--- config.mk ---
export PLATFORM = sky130hd
export DESIGN_NAME = rr_sel_arbiter4
export DESIGN_NICKNAME = d
export VERILOG_FILES = /design/src/rtl/rr_sel_arbiter4_pkg.sv /design/src/rtl/rr_sel_arbiter4_pick4.sv /design/src/rtl/rr_sel_arbiter4.sv
export SDC_FILE = /design/constraint.sdc
export NUM_CORES = 1
export LEC_CHECK = 0
export BUFFER_PORTS_ARGS = -buffer_cell sky130_fd_sc_hd__buf_4
export CAP_MARGIN = 20
export CORE_AREA = 4 4 41 43
export DETAILED_ROUTE_END_ITERATION = 7
export DIE_AREA = 0 0 45 47
export MAX_ROUTING_LAYER = met4
export PLACE_DENSITY = 0.81
export SLEW_MARGIN = 20
export SYNTH_ARGS = -nofsm -noshare
export SYNTH_HDL_FRONTEND = slang
export SYNTH_SLANG_ARGS = --single-unit
--- constraint.sdc ---
create_clock -name clk_i -period 2.5 [get_ports clk_i]
set_clock_uncertainty 0.1 [all_clocks]
set_input_delay 0.125 -clock clk_i [delete_from_list [all_inputs] [get_ports clk_i]]
set_output_delay 0.125 -clock clk_i [all_outputs]
set_load 0.05 [all_outputs]
--- src/rtl/rr_sel_arbiter4_pkg.sv ---
// Shared definitions for the 4-channel round-robin select arbiter:
// state encodings, channel/select widths and a one-hot helper.
package rr_sel_arbiter4_pkg;

    localparam int unsigned NUM_CH = 4;
    localparam int unsigned SEL_W  = 2;

    localparam logic ST_IDLE  = 1'b0;
    localparam logic ST_GRANT = 1'b1;

    typedef enum logic {
        StIdle  = ST_IDLE,
        StGrant = ST_GRANT
    } arb_state_e;

    // Decode a select value into the matching one-hot grant vector.
    function automatic logic [NUM_CH-1:0] sel_onehot(input logic [SEL_W-1:0] sel);
        logic [NUM_CH-1:0] oh;
        oh      = '0;
        oh[sel] = 1'b1;
        return oh;
    endfunction

endpackage

--- src/rtl/rr_sel_arbiter4_pick4.sv ---
// rr_pick4: combinational round-robin picker. Scans req starting at last+1
// and wrapping mod 4, so the channel in 'last' ranks lowest.
module rr_pick4
    import rr_sel_arbiter4_pkg::*;
(
    input  logic [NUM_CH-1:0] req_i,
    input  logic [SEL_W-1:0]  last_i,
    output logic [SEL_W-1:0]  pick_o,
    output logic              pick_vld_o
);

    // First set request after 'last', wrapping; offset 4 wraps back onto 'last' itself.
    always_comb begin
        logic [SEL_W-1:0] idx;
        pick_o     = '0;
        pick_vld_o = 1'b0;
        idx        = '0;
        for (int i = 1; i <= NUM_CH; i++) begin
            idx = last_i + SEL_W'(i);
            if (!pick_vld_o && req_i[idx]) begin
                pick_o     = idx;
                pick_vld_o = 1'b1;
            end
        end
    end

endmodule

--- src/rtl/rr_sel_arbiter4.sv ---
// rr_sel_arbiter4: 4-channel round-robin arbiter producing a registered
// 2-bit mux select that stays frozen for the whole grant.
// Optional build macro ARB_TIMEOUT_EN: forces rotation after HOLD_MAX cycles.
module rr_sel_arbiter4
    import rr_sel_arbiter4_pkg::*;
#(
    parameter int unsigned HOLD_MAX = 15,
    parameter int unsigned CNT_W    = 4
) (
    input  logic              clk_i,
    input  logic              rst_ni,
    input  logic [NUM_CH-1:0] req_i,
    input  logic              release_i,
    output logic [SEL_W-1:0]  sel_o,
    output logic [NUM_CH-1:0] grant_o,
    output logic              grant_valid_o
);

    // Counter must be able to hold HOLD_MAX without wrapping.
    if ((2 ** CNT_W) <= HOLD_MAX || HOLD_MAX == 0) begin : g_bad_cfg
        $error("rr_sel_arbiter4: CNT_W too narrow for HOLD_MAX");
    end

    arb_state_e        state_q;
    logic [SEL_W-1:0]  sel_q;
    logic [NUM_CH-1:0] grant_q;
    logic              grant_valid_q;
    logic [SEL_W-1:0]  last_q;

    logic [SEL_W-1:0]  pick_last;
    logic [SEL_W-1:0]  pick;
    logic              pick_vld;
    logic              rel_evt;

`ifdef ARB_TIMEOUT_EN
    logic [CNT_W-1:0]  hold_cnt_q;
    logic              timeout;

    // Timeout fires on the last cycle of a HOLD_MAX-long grant.
    always_comb begin
        timeout = (hold_cnt_q == CNT_W'(HOLD_MAX - 1));
    end
`endif

    // Release causes are OR-ed so simultaneous causes produce a single rotation.
    always_comb begin
        rel_evt = release_i | ~req_i[sel_q];
`ifdef ARB_TIMEOUT_EN
        rel_evt = rel_evt | timeout;
`endif
        // During a grant the current channel becomes 'last' for the re-pick.
        pick_last = (state_q == StGrant) ? sel_q : last_q;
    end

    rr_pick4 u_pick (
        .req_i      (req_i),
        .last_i     (pick_last),
        .pick_o     (pick),
        .pick_vld_o (pick_vld)
    );

    // Arbitration FSM with registered select/grant outputs.
    always_ff @(posedge clk_i or negedge rst_ni) begin
        if (!rst_ni) begin
            state_q       <= StIdle;
            sel_q         <= '0;
            grant_q       <= '0;
            grant_valid_q <= 1'b0;
            last_q        <= '1;
`ifdef ARB_TIMEOUT_EN
            hold_cnt_q    <= '0;
`endif
        end else begin
            unique case (state_q)
                StIdle: begin
                    if (pick_vld) begin
                        sel_q         <= pick;
                        grant_q       <= sel_onehot(pick);
                        grant_valid_q <= 1'b1;
                        state_q       <= StGrant;
`ifdef ARB_TIMEOUT_EN
                        hold_cnt_q    <= '0;
`endif
                    end
                end
                StGrant: begin
                    if (rel_evt) begin
                        last_q <= sel_q;
                        if (pick_vld) begin
                            sel_q   <= pick;
                            grant_q <= sel_onehot(pick);
`ifdef ARB_TIMEOUT_EN
                            hold_cnt_q <= '0;
`endif
                        end else begin
                            // sel holds its last value so the mux input stays put.
                            grant_q       <= '0;
                            grant_valid_q <= 1'b0;
                            state_q       <= StIdle;
                        end
                    end
`ifdef ARB_TIMEOUT_EN
                    else if (hold_cnt_q != CNT_W'(HOLD_MAX)) begin
                        hold_cnt_q <= hold_cnt_q + CNT_W'(1);
                    end
`endif
                end
                default: state_q <= StIdle;
            endcase
        end
    end

    assign sel_o         = sel_q;
    assign grant_o       = grant_q;
    assign grant_valid_o = grant_valid_q;

endmodule
==> summary.md, run 1 <==
| Metric | Value |
|---|---|
| Status | `finished, final reports clean` |
| M1 GR Usage | `0.162` |
| CP Capture Type | `flip-flop` |
| Critical-path top delay cell | `mux4_2` |
| Ant diodes | `0` |
| M3 GR Usage | `0.0383` |
| CP peak stage delay | `0.61 ns` |
| Gpl congestion | `between 0.8 and 0.9` |
| Startpoint Class | `flip-flop` |
| LEAKAGE | `0.000339 uW` |
| CTS tree | `done` |
| Clock buffer depth | `2` |
| Mapped Cells | `52` |
| Die Wd | `45 microns` |
| Global-route wire length before repair | `2.04 mm` |
| FMAX | `around 530 MHz` |
| GRT Max-Usage Layer | `met2` |
| Share of layout cells above drive strength 1 | `0.406` |
| Synth top area cells | `dfrtp_1 (33%), dfstp_2 (8.7%), mux2_2 (7.5%)` |
| Buffers added on ports | `13` |
| Yosys top cell area share | `0.333` |
| Vias | `460` |
| Largest net degree at the start of global routing | `11` |
| Grt total ovfl | `0` |
| Crit Path Max Fanout | `7` |
| H-tree levels | `1` |
| Setup TNS | `0 ns` |
| RSZ-0062 raised after global routing | `false` |
| Tightest Pin Transition | `0.393 ns` |
| Avg Cell Area, Syn | `11.6 sq um` |
| Avg Vias per Cell | `5.48` |
| Count of final setup violators | `0` |
| Max cap viols | `0` |
| Worst-path cell chain | `mux4_2 > a21oi_1 > mux2_2` |
| DRT iter0 DRCs | `7` |
| Unique masters post-synth | `30` |
| Seq/Total Area, Yosys | `0.420` |
| VDD IR max | `0.000886 V` |
| Slew HR | `0.737` |
| CORE AREA | `1300 sq um` |
| Hold Path Depth | `2` |
| R2R Setup Slk | `between 0.6 and 0.7 ns` |
| Clk_lat worst skew | `between 0.2 and 0.3 ns` |
| I/O Pins | `14` |
| Largest area contributor in the netlist | `dfrtp_1` |
| Reg-to-Reg End | `last_q[1]` |
| DIE AREA | `between 2000 and 2500 sq um` |
| Nets | `slightly below 80` |
| Power density over cell area | `1230 nW/um^2` |
| Average wire per standard cell | `14.5 microns` |
| Most frequent cells in the layout | `buf_4 (13), dfrtp_1 (8), inv_1 (4), mux2_2 (4)` |
| Sink Count | `10` |
| TritonCTS Buffers | `3` |
| Post-Route WL | `1.21 mm` |
| #FFs+latches synth | `10` |
| Syn Nets | `59` |
| Routed Antenna Nets | `0` |
| HP Start | `req_i[0]` |
| Total GRT Usage | `0.142` |
| Worst path arrival time | `2.00 ns` |
| Root Buffer | `clkbuf_4` |
| Post CTS Setup Buffer Count | `0` |
| Hold Fails Final Rpt | `0` |
| Most common cell after layout, fill and taps aside | `buf_4` |
| Fillers | `approximately 120` |
| Max Slew Vio Count | `0` |
| Dpl hpwl | `913 microns` |
| Drt drc | `0` |
| Tmin final | `1.90 ns` |
| Antenna violations before repair | `0` |
| Worst-path clk slew | `0.07 ns` |
| Initial Util | `0.462` |
| Critical path class | `reg -> reg` |
| Worst Hold End | `state_q` |
| Vias in the first global route | `~470` |
| Row count | `13` |
| Critical Path RT | `2.60 ns` |
| Worst Hold Class | `in -> reg` |
| Area delta synth->final | `23.5%` |
| TritonRoute pass-1 iters | `3` |
| Die H | `roughly 47 microns` |
| FF-to-FF Start | `sel_o[0]` |
| Yosys warning count | `0` |
| Final design utilization | `0.571` |
| Worst R2R Path Depth | `3` |
| Netlist Area Pre-Place | `about 600 sq um` |
| Fin crit share | `0.760` |
| Met2 usage | `0.229` |
[worst max-delay path by stage]
stage | startpoint | endpoint | slack (ns) | cells past startpoint
2_1_floorplan | sel_o[0] | sel_o[1] | 0.41 | 3
3_3_place_gp | sel_o[0] | last_q[0] | 0.69 | 3
3_5_place_dp | sel_o[0] | last_q[1] | 0.62 | 3
4_1_cts | sel_o[0] | last_q[1] | 0.61 | 3
5_1_grt | sel_o[0] | last_q[1] | 0.53 | 3
6_report | sel_o[0] | last_q[1] | 0.60 | 3
[worst max-delay path: cells and delay by family, from the launching register on]
family             cells  cell delay (ns)
muxes                  2             0.98
DFF                    1             0.46
AOI/OAI and AO/OA      1             0.29
[cells by family after synthesis]
family,Yosys count,share of synthesized area
compound gates,13,0.218
flops,10,0.420
buf+inv,5,0.0437
simple gates,17,0.173
mux,6,0.129
fa+ha+maj,1,0.0166
[layer usage]
layer	part of all wire	up-vias
met5	0	-
met4	0.021	0
met3	0.043	3
met2	0.48	9
met1	0.45	221
li1	-	227
[power by group]
group,internal (uW),switching [uW]
clock,61.9,57.8
sequential,239,62.8
combinational,195,295
total,496,416
[layout make-up]
class                   instances  area (sq um)  share of cell area
well taps                      15          18.8              0.0253
multi-input cells              37           323               0.434
repair buffers                 14           108               0.145
inverters                       4          15.0              0.0202
flip-flops and latches         10           253               0.340
clock buffers                   4          26.3              0.0354
[cells in the mapped netlist]
cell and n:
or2_2 1, a311oi_1 1, nand2b_1 1, inv_1 4, maj3_1 1, buf_6 1
nand3b_1 1, a21oi_1 3, o2111ai_1 1, and2b_2 1, and2_0 1, nor4b_1 1
o211a_1 1, a32o_1 1, a31o_1 1, nand3_1 1, nand2_1 3, and2_1 1
mux4_2 1, nor2_1 2, dfrtp_1 8, dfstp_2 2, nor2b_1 3, or4_4 1
o31ai_1 2, a21boi_4 1, o221ai_1 1, o2bb2ai_4 1, mux2_2 4, mux2i_1 1
[stage by stage]
step / std cells / worst slack (ns) / total power [uW] / hold WS [ns] / area (sq um)
after global placement: 79 / 0.691 / 783 / -0.142 / 707
after detailed placement: 79 / 0.615 / 795 / -0.139 / 707
final: 84 / 0.601 / 912 / 0.0464 / 743
after global routing: 84 / 0.534 / 967 / 0.0520 / 743
after floorplan: 52 / 0.415 / 660 / -0.271 / 602
after CTS: 84 / 0.610 / 921 / 0.0438 / 743
[registers in the layout, summed over array words and instances, names as in the netlist]
register,count
grant_valid_o,1
state_q,1
last_q,2
sel_o,2
grant_o,4
[what timing repair did]
item,CTS,global route
resized for setup,0,0
hold endpoints to repair,10,0
endpoints found under the setup margin,0,0
hold buffers,1,0
Power figures use the tool's default switching activity.
==> run 2, diff against run 1 <==
ABC_AREA = 1   (was unset)
CORE_AREA = unset   (was 4 4 41 43)
CORE_MARGIN = 4   (was unset)
CORE_UTILIZATION = 49   (was unset)
DIE_AREA = unset   (was 0 0 45 47)
PLACE_DENSITY = 0.86   (was 0.81)
clock period = 1.7 ns   (was 2.5 ns; I/O delays follow)
==> run 2 against run 1 <==
  * The run now ends with setup timing left
  * Via count increased by 110%
  * Critical path type unchanged
  * Non-clock buffer count up 13
  * First-iteration DRC count grew to 2.9 times the previous value
  * Sequential share of layout area shrank 12 points
  * Highest routed layer unchanged
  * Final cell count increased by 110%
==> summary.md, run 2 <==
| Metric | Value |
|---|---|
| Mapped Cells | `132` |
| Tightest Pin Transition | `0.231 ns` |
| RSZ-0062 raised after global routing | `true` |
| CTS tree | `done` |
| Avg Vias per Cell | `5.31` |
| Total GRT Usage | `0.190` |
| CP peak stage delay | `0.58 ns` |
| Startpoint Class | `flip-flop` |
| Violated checks | `setup timing` |
| Worst-path clk slew | `0.06 ns` |
| CORE AREA | `1580 sq um` |
| Worst R2R Path Depth | `11` |
| Initial Util | `0.544` |
| Worst Hold Class | `in -> async` |
| Critical path class | `reg -> reg` |
| Nets | `171` |
| Clock buffer depth | `2` |
| Critical Path RT | `1.75 ns` |
| Yosys warning count | `0` |
| Avg Cell Area, Syn | `6.50 sq um` |
| Antenna violations before repair | `0` |
| Yosys top cell area share | `0.267` |
| Die H | `49.9 microns` |
| Crit Path Max Fanout | `8` |
| Row count | `14` |
| Slew HR | `0.846` |
| Dpl ws | `-0.187 ns` |
| Grt total ovfl | `0` |
| Worst path arrival time | `about 1.9 ns` |
| Vias | `950` |
| Routed Antenna Nets | `0` |
| Root Buffer | `clkbuf_4` |
| Reg-to-Reg End | `grant_o[1]` |
| Synth top cells by count | `nand2_1 (61), inv_1 (12), nand2_2 (10), nand3_1 (10), dfrtp_1 (8)` |
| Setup TNS | `-1.04 ns` |
| Die Wd | `49.9 microns` |
| I/O Pins | `14` |
| Fin crit share | `1.11` |
| TritonCTS Buffers | `3` |
| H-tree levels | `1` |
| Largest net degree at the start of global routing | `11` |
| Number of synthesized flops with an enable pin | `0` |
| Tmin final | `1.89 ns` |
| DIE AREA | `2490 sq um` |
| Buffers added on ports | `13` |
| Synth top area cells | `nand2_1 (27%), dfrtp_1 (23%), nand2_2 (7.3%)` |
| Hold Fails Final Rpt | `0` |
| Most common cell after layout, fill and taps aside | `nand2_1` |
| Drt drc | `0` |
| Async S/R FF share, synth | `1.00` |
| Clk_lat worst skew | `between 0.2 and 0.3 ns` |
| Vias in the first global route | `954` |
| R2R Setup Slk | `-0.19 ns` |
| Share of layout cells above drive strength 1 | `0.485` |
| Worst-path cell chain | `inv_2 > nand2_2 > nand2_4 > nand2_4 > nand2_4 > o21ai_4 > nand4_4 > a21oi_4 > nor2_2 > nand2_1 > nand2_1` |
| Max reg flops | `4` |
| Netlist Area Pre-Place | `approximately 860 sq um` |
| Most frequent cells in the layout | `nand2_1 (44), nand2_2 (26), buf_4 (26), nand3_1 (9), inv_1 (9)` |
| Sink Count | `10` |
| Final Worst Setup Slack | `-0.189 ns` |
| Max Slew Vio Count | `0` |
| Area delta synth->final | `37.0%` |
| FMAX | `approximately 530 MHz` |
| Gpl congestion | `0.839` |
| Unique masters post-synth | `19` |
| Critical-path top delay cell | `dfstp_2` |
| Syn Nets | `139` |
| Top_reg_cell synth | `dfrtp_1` |
| FF-to-FF Start | `last_q[0]` |
| Dpl hpwl | `around 1.7 mm` |
| #FFs+latches synth | `10` |
| Ant diodes | `0` |
| Global-route wire length before repair | `3.63 mm` |
| Status | `finished with violations` |
| Largest area contributor in the netlist | `nand2_1` |
| Seq/Total Area, Yosys | `0.294` |
| CP Capture Type | `flip-flop` |
| Max cap viols | `0` |
| TritonRoute pass-1 iters | `4` |
| Count of final setup violators | `7` |
| Average wire per standard cell | `12.0 microns` |
| Worst path most repeated cell | `nand2_4` |
| Most common cell in the synthesized netlist | `nand2_1` |
| DRT iter0 DRCs | `20` |
| Post-Route WL | `2.15 mm` |
==> run 2: cell types whose count changed in the layout (fill, tap and decap cells not counted), moves of 4 or more <==
cell,change
inv_2,+4
o21ai_0,+5
nand2_1,+41
nand3_1,+8
buf_4,+13
mux2_2,-4
nand2_2,+26
nand2_4,+6
inv_1,+5
==> run 2: layer usage <==
layer / GRT usage / part of all wire
met1: 0.194 / 0.40
met2: 0.339 / 0.53
met3: 0.0301 / 0.047
met4: 0.115 / 0.016
met5: - / 0
==> run 2: through the flow <==
stage                      util  area [sq um]  hold WS, ns  instances
after floorplan               -           871       -0.311        132
after global placement    0.684          1080       -0.184        173
after detailed placement  0.684          1080       -0.181        173
after CTS                 0.729          1150       0.0737        179
after global routing      0.746          1180        0.103        179
final                     0.746          1180       0.0758        179
==> run 2: timing repair <==
action	4_1_cts	5_1_grt
hold buffers	1	0
endpoints found under the setup margin	7	8
endpoints found under the hold margin	10	0
gates cloned	0	0
buffers inserted	1	0
pin swaps	1	4
resized for setup	7	11
==> run 2: worst max-delay path by stage <==
stage               from    endpoint  slack, ns  depth (start not counted)
3_3_place_gp   last_q[0]  grant_o[1]      -0.12                         11
2_1_floorplan   sel_o[0]  grant_o[1]      -0.06                         11
3_5_place_dp     state_q  grant_o[0]      -0.19                         12
6_report       last_q[0]  grant_o[1]      -0.19                         11
5_1_grt          state_q  grant_o[1]      -0.33                         12
4_1_cts        last_q[0]  grant_o[0]      -0.15                         11
==> run 2: critical path, delay by kind of cell (launching register included) <==
| family | cells | cell delay, ns |
|---|---|---|
| AO/OA/AOI/OAI | 2 | 0.39 |
| buffers and inverters | 1 | 0.04 |
| flip-flops | 1 | 0.58 |
| AND/OR/NAND/NOR | 8 | 0.66 |
==> run 2: cell families (layout without fill, tap and decap cells) <==
kind of cell,after synthesis,count (layout),synth area share
AO/OA/AOI/OAI,14,14,0.114
buffers and inverters,14,45,0.0641
flip-flops,10,10,0.294
AND/OR/NAND/NOR,94,94,0.528
==> run 2: layout make-up <==
cell class              instances  area [sq um]
inverters                      14          55.1
clock buffers                   4          36.3
repair buffers                 27           205
fillers                       123           400
well taps                      16          20.0
flip-flops and latches         10           256
multi-input cells             108           603
Power of run 2 is left out: the tool's default activity adds up to more than one toggle a clock period on the data nets, which glitch-free logic cannot reach.
